`config.mk`:
```
export PLATFORM = sky130hd
export DESIGN_NAME = sram_extension
export DESIGN_NICKNAME = d
export VERILOG_FILES = /design/src/rtl/sram_extension_pkg.sv /design/src/rtl/sram_bank.sv /design/src/rtl/sram_extension.sv
export SDC_FILE = /design/constraint.sdc
export NUM_CORES = 2
export LEC_CHECK = 0
export BUFFER_PORTS_ARGS = -buffer_cell sky130_fd_sc_hd__buf_2
export CORE_MARGIN = 2
export CORE_UTILIZATION = 35
export CTS_BUF_LIST = sky130_fd_sc_hd__clkbuf_4 sky130_fd_sc_hd__clkbuf_8 sky130_fd_sc_hd__clkbuf_16
export DETAILED_ROUTE_END_ITERATION = 7
export MAX_ROUTING_LAYER = met4
export PLACE_DENSITY = 0.54
export SLEW_MARGIN = 20
export SYNTH_ARGS = -nofsm -noshare
export SYNTH_HDL_FRONTEND = slang
export SYNTH_SLANG_ARGS = --single-unit
export TNS_END_PERCENT = 1
```
`constraint.sdc`:
```
create_clock -name i_clk -period 2.7 [get_ports i_clk]
set_input_delay 0.405 -clock i_clk [delete_from_list [all_inputs] [get_ports i_clk]]
set_output_delay 0.405 -clock i_clk [all_outputs]
set_load 0.1 [all_outputs]
```
`src/rtl/sram_extension_pkg.sv`:
```
// Shared geometry for the depth-extended scratch SRAM: word width, address split and bank count.
package sram_extension_pkg;

   localparam int unsigned DWIDTH     = 64;
   localparam int unsigned AWIDTH     = 6;
   localparam int unsigned NBANK      = 4;
   localparam int unsigned SEL_W      = $clog2(NBANK);
   localparam int unsigned BANK_AW    = AWIDTH - SEL_W;
   localparam int unsigned BANK_DEPTH = (2 ** AWIDTH) / NBANK;

   typedef logic [DWIDTH-1:0]  word_t;
   typedef logic [BANK_AW-1:0] bank_addr_t;
   typedef logic [SEL_W-1:0]   bank_sel_t;

   function automatic bank_sel_t bank_of(input logic [AWIDTH-1:0] addr);
      return addr[AWIDTH-1:BANK_AW];
   endfunction

endpackage

```
`src/rtl/sram_bank.sv`:
```
// One single-port bank: synchronous write, registered read, write wins when both are requested.
module sram_bank
   import sram_extension_pkg::*;
(
   input  logic               i_clk,
   input  logic               i_cen,
   input  logic               i_wen,
   input  logic [BANK_AW-1:0] i_addr,
   input  logic [DWIDTH-1:0]  i_data,
   output logic [DWIDTH-1:0]  o_data
);

   word_t mem [BANK_DEPTH];

   // Array and read register are deliberately unreset; contents survive a reset pulse.
   always_ff @(posedge i_clk) begin
      if (i_cen && i_wen) begin
         mem[i_addr] <= i_data;
      end else if (i_cen) begin
         o_data <= mem[i_addr];
      end
   end

endmodule

```
`src/rtl/sram_extension.sv`:
```
// 64x64 single-port SRAM built from four 16x64 banks selected by a one-hot chip-enable vector.
module sram_extension
   import sram_extension_pkg::*;
(
   input  logic              i_clk,
   input  logic              i_rstn,
   input  logic [DWIDTH-1:0] i_data,
   input  logic [AWIDTH-1:0] i_addr,
   input  logic              i_wen,
   input  logic              i_oen,
   output logic [DWIDTH-1:0] o_data
);

   logic [NBANK-1:0] cen;
   logic [NBANK-1:0] bank_cen;
   word_t            bank_rdata [NBANK];
   word_t            rd_word;
   word_t            data_q;
   bank_sel_t        sel_q;
   logic             rd_q;
   logic             rd_d;

   always_comb begin
      cen = '0;
      if (i_wen || i_oen) begin
         cen[bank_of(i_addr)] = 1'b1;
      end
   end

   // Banks have no reset of their own, so accesses are blocked here while reset is held.
   assign bank_cen = cen & {NBANK{i_rstn}};
   assign rd_d     = i_oen & ~i_wen;

   for (genvar k = 0; k < NBANK; k++) begin : g_bank
      sram_bank u_bank (
         .i_clk  (i_clk),
         .i_cen  (bank_cen[k]),
         .i_wen  (i_wen),
         .i_addr (i_addr[BANK_AW-1:0]),
         .i_data (i_data),
         .o_data (bank_rdata[k])
      );
   end

   always_comb begin
      rd_word = bank_rdata[sel_q];
   end

   // rd_q marks the cycle right after a read edge, when the selected bank register holds
   // fresh data; data_q captures that word so it persists through standby and writes.
   always_ff @(posedge i_clk or negedge i_rstn) begin
      if (!i_rstn) begin
         rd_q   <= 1'b0;
         sel_q  <= '0;
         data_q <= '0;
      end else begin
         rd_q <= rd_d;
         if (rd_d) begin
            sel_q <= bank_of(i_addr);
         end
         if (rd_q) begin
            data_q <= rd_word;
         end
      end
   end

   assign o_data = rd_q ? rd_word : data_q;

endmodule

```
==> PnR_summary.wiki <==
{| class="wikitable"
! Metric !! Value
|-
| PnR Total Power || 147.6 mW
|-
| Synth Area in Adders || 0%
|-
| Worst Reg2Reg Path Length in Cells || 5
|-
| Avg WL per Cell || 34.06 um
|-
| Overall overflow remaining after global route || 0
|-
| Antenna violations before repair || 39
|-
| Reg2reg start || sel_q[0]$_DFFE_PN0P_
|-
| Transition time at the pin with the least slew margin || 1.092 ns
|-
| Reg-to-reg endpoint || data_q[53]$_DFF_PN0_
|-
| Number of I/O port buffers || 137
|-
| Worst rel slew slack || 27.17%
|-
| Total half-perimeter wirelength after legalization and detailed placement || 276800 um
|-
| Remaining design rule violation count || 0
|-
| Die X || 689.9 um
|-
| CP dominant cell by count || sky130_fd_sc_hd__buf_16
|-
| DIE AREA || 476000 um^2
|-
| Via count || 79.01k
|-
| Worst setup margin || -0.8671 ns
|-
| Starting Density || 35.19%
|-
| Largest net degree at the start of global routing || 87
|-
| Setup repair after global routing missed its margin || yes
|-
| GRT Overall Usage || 20.75%
|-
| Critical-path maximum fanout || 7
|-
| Outcome || complete, but fails checks
|-
| Worst-case register-to-register setup slack || 0.51 ns
|-
| CP Capture Type || output port
|-
| Fin area || 195900 um^2
|-
| Unique cell type count in the Yosys netlist || 20
|-
| Gate family responsible for the most delay along the worst path || multiplexers
|-
| Initial DRC Count || 10.05k
|-
| Share of cells above drive strength 1 || 33.03%
|-
| Kind of start point of the critical path || flop
|-
| Worst vdd rail ir drop || 0.0005329 V
|-
| Die outline height || 689.9 um
|-
| Reported max-cap violation count || 0
|-
| Violations in the final reports || negative setup slack
|-
| TritonCTS Buffers || 440
|-
| Final count of negative-setup-slack endpoints || 64
|-
| Number of detailed-route iterations in the first pass || 6
|-
| Number of vias per cell after detailed routing || 5.552
|-
| Critical path's largest stage delay || 0.69 ns
|-
| Main combinational cell family by area after synthesis || multiplexers
|-
| Number of synthesized register bits || 4419
|-
| Routed WL || 484600 um
|-
| Number of max-slew violations in the final report || 0
|-
| Remaining number of nets flagged by the antenna check after routing || 0
|-
| Hold Path Class || input pin to flop
|-
| Post-placement worst setup slack || -0.05420 ns
|-
| # H-tree levels || 5
|-
| Maximum number of buffers from clock root to sink || 4
|-
| Maximum frequency from static timing analysis || 280.3 MHz
|-
| Power density over the cells || 753.3 nW/um^2
|-
| Source-to-sink clock delay at the later pin of the worst-skew pair || 1.04 ns
|-
| Vias in the first global route || 81.11k
|-
| Number of core rows || 251
|-
| Share of the synthesized area in compound gates (AO/OA/AOI/OAI) || 2.334%
|-
| Post-route clock period utilization || 132.1%
|-
| Post-Synthesis Mean Instance Area || 24.16 um^2
|-
| Number of buffers and inverters on the critical path || 3
|-
| Share of synthesized area spent on multiplexers || 15.32%
|-
| Clock slew at the register clock pins of the worst setup and hold paths || 0.06 ns
|-
| First element of the critical path || sel_q[0]$_DFFE_PN0P_
|-
| DP Area || 179300 um^2
|-
| Synth warnings || 0
|-
| Crit-path slowest cell || sky130_fd_sc_hd__mux4_2
|-
| Worst Setup Path Type || flop to output port
|-
| Post-Synth XOR/XNOR Area || 0%
|-
| Area of the core || 467900 um^2
|-
| Number of cells on the critical path || 5
|-
| Ordered cell list for the critical path || buf_16 > buf_16 > mux4_2 > mux2_4 > buf_12
|-
| Endpoint arrival time on the critical path || 3.16 ns
|-
| Portion of the post-synthesis area used by sequential elements || 80.38%
|-
| IO Pins || 138
|-
| NumNets Final || 7705
|-
| Placer congestion estimate || 0.7925
|-
| Tmin final || 3.567 ns
|-
| CTS tree || built
|-
| Post-synthesis simple-gate area fraction || 0.8525%
|-
| Syn_nets || 6891
|-
| Wire length of the first global-routing pass || 668100 um
|-
| Final hold violations || 0
|-
| Data required time of the worst path || 2.30 ns
|-
| Synthesis-to-layout area growth || 18.98%
|-
| Synth Instances || 6817
|-
| Worst Skew || 0.07148 ns
|-
| Clock Sinks || 4419
|-
| Critical path capture point || o_data[53]
|-
| Leakage || 61.78 nW
|-
| Combined area of all synthesized cells || 164700 um^2
|-
| Root buffer cell || sky130_fd_sc_hd__clkbuf_16
|}
## cells by family (layout without fill, tap and decap cells)
group,Yosys count,after routing
buf+inv,371,1560
mux,1152,1152
other cells,0,25
compound gates,512,512
simple gates,363,363
flops,4419,4419
## area by class of cell
| class | count | area, um^2 |
|---|---|---|
| antenna | 25 | 62.56 |
| fill | 39940 | 272000 |
| clock buffer | 555 | 11980 |
| timing repair buffer | 742 | 9891 |
| multi-input combinational | 2027 | 31260 |
| inverter | 1 | 3.754 |
| clock inverter | 262 | 2596 |
| tap | 6198 | 7755 |
| sequential | 4419 | 132400 |
## Yosys cell counts
library cell / number / area, um^2
sky130_fd_sc_hd__inv_1: 1 / 3.750
sky130_fd_sc_hd__nor2_1: 64 / 240.2
sky130_fd_sc_hd__mux2_2: 64 / 720.7
sky130_fd_sc_hd__and2_1: 1 / 6.260
sky130_fd_sc_hd__nand2b_1: 2 / 12.51
sky130_fd_sc_hd__clkbuf_1: 205 / 769.5
sky130_fd_sc_hd__buf_2: 67 / 335.3
sky130_fd_sc_hd__buf_6: 30 / 337.8
sky130_fd_sc_hd__buf_4: 35 / 262.8
sky130_fd_sc_hd__buf_1: 33 / 123.9
sky130_fd_sc_hd__nor3_1: 6 / 30.03
sky130_fd_sc_hd__nand2_1: 277 / 1040
sky130_fd_sc_hd__or2_2: 1 / 6.260
sky130_fd_sc_hd__dfrtp_1: 67 / 1677
sky130_fd_sc_hd__nand3_1: 5 / 25.02
sky130_fd_sc_hd__edfxtp_1: 4352 / 130700
sky130_fd_sc_hd__nor2b_1: 6 / 37.54
sky130_fd_sc_hd__mux4_2: 1088 / 24500
sky130_fd_sc_hd__a22oi_1: 512 / 3844
sky130_fd_sc_hd__nand4_1: 1 / 6.260
## flip-flops by register name, summed over array words and instances, names as in the netlist
signal and flops:
data_q 64, sel_q 2, g_bank.u_bank.mem 4096, rd_q 1, g_bank.u_bank.o_data 256
## how the worst min path moves through the flow
stage / start / endpoint / slack [ns] / depth (start not counted)
CTS: i_data[34] / g_bank[0].u_bank.mem[14][34]$_DFFE_PP_ / 0.02 / 2
global placement: i_rstn / data_q[2]$_DFF_PN0_ / 0.26 / 1
global route: i_data[40] / g_bank[0].u_bank.mem[1][40]$_DFFE_PP_ / 0.01 / 1
finish: i_data[40] / g_bank[0].u_bank.mem[1][40]$_DFFE_PP_ / 0.005 / 1
detailed placement: i_rstn / data_q[2]$_DFF_PN0_ / 0.26 / 1
floorplan: i_rstn / data_q[0]$_DFF_PN0_ / 0.11 / 0
## routing by layer
layer  part of all wire [%]  global-route usage (%)
met3                    6.8                   3.093
met4                    2.7                   5.240
met2                     50                   33.95
met5                      0                       -
met1                     41                   27.37
## cells in the final DEF (no fill, tap or decap), drive strengths merged
cell / instances
edfxtp: 4352
bufbuf: 1
diode: 25
buf: 688
nor2b: 6
or2: 1
nand2: 277
nand3: 5
clkinvlp: 14
clkbuf: 555
inv: 14
nand2b: 2
nor2: 64
dlygate4sd3: 53
mux2: 64
and2: 1
nor3: 6
dfrtp: 67
bufinv: 42
mux4: 1088
a22oi: 512
nand4: 1
clkinv: 193
## report_power, final
| part | leakage [nW] | switching [mW] | internal (mW) |
|---|---|---|---|
| sequential | 40.1 | 0.163 | 75.9 |
| clock | 7.28 | 26.3 | 35.5 |
| combinational | 14.4 | 6.03 | 3.73 |
| total | 61.8 | 32.5 | 115 |
## what timing repair did
item	4_1_cts	5_1_grt
buffers inserted	4	5
endpoints found under the hold margin	872	847
setup endpoints to repair	64	64
cloned	4	0
gates resized for setup	240	63
hold buffers	35	18
## per-stage QoR
stage          hold slack (ns)  TNS [ns]  cells  util, %
2_1_floorplan           0.1094  -1649.47   6817        -
3_3_place_gp            0.2552    -1.074  13320    38.31
3_5_place_dp            0.2555    -1.355  13320    38.31
4_1_cts                0.02197    -53.80  14180    41.72
5_1_grt                0.01272    -52.63  14220    41.87
6_report              0.005217    -48.59  14230    41.87
## worst reg2reg max path, stage by stage (launching register included)
cell and delay (ns):
sky130_fd_sc_hd__dfrtp_4 0.50, sky130_fd_sc_hd__buf_16 0.19, sky130_fd_sc_hd__buf_16 0.17, sky130_fd_sc_hd__mux4_2 0.70, sky130_fd_sc_hd__mux2_4 0.38, sky130_fd_sc_hd__buf_4 0.14
Power figures use the tool's default switching activity.
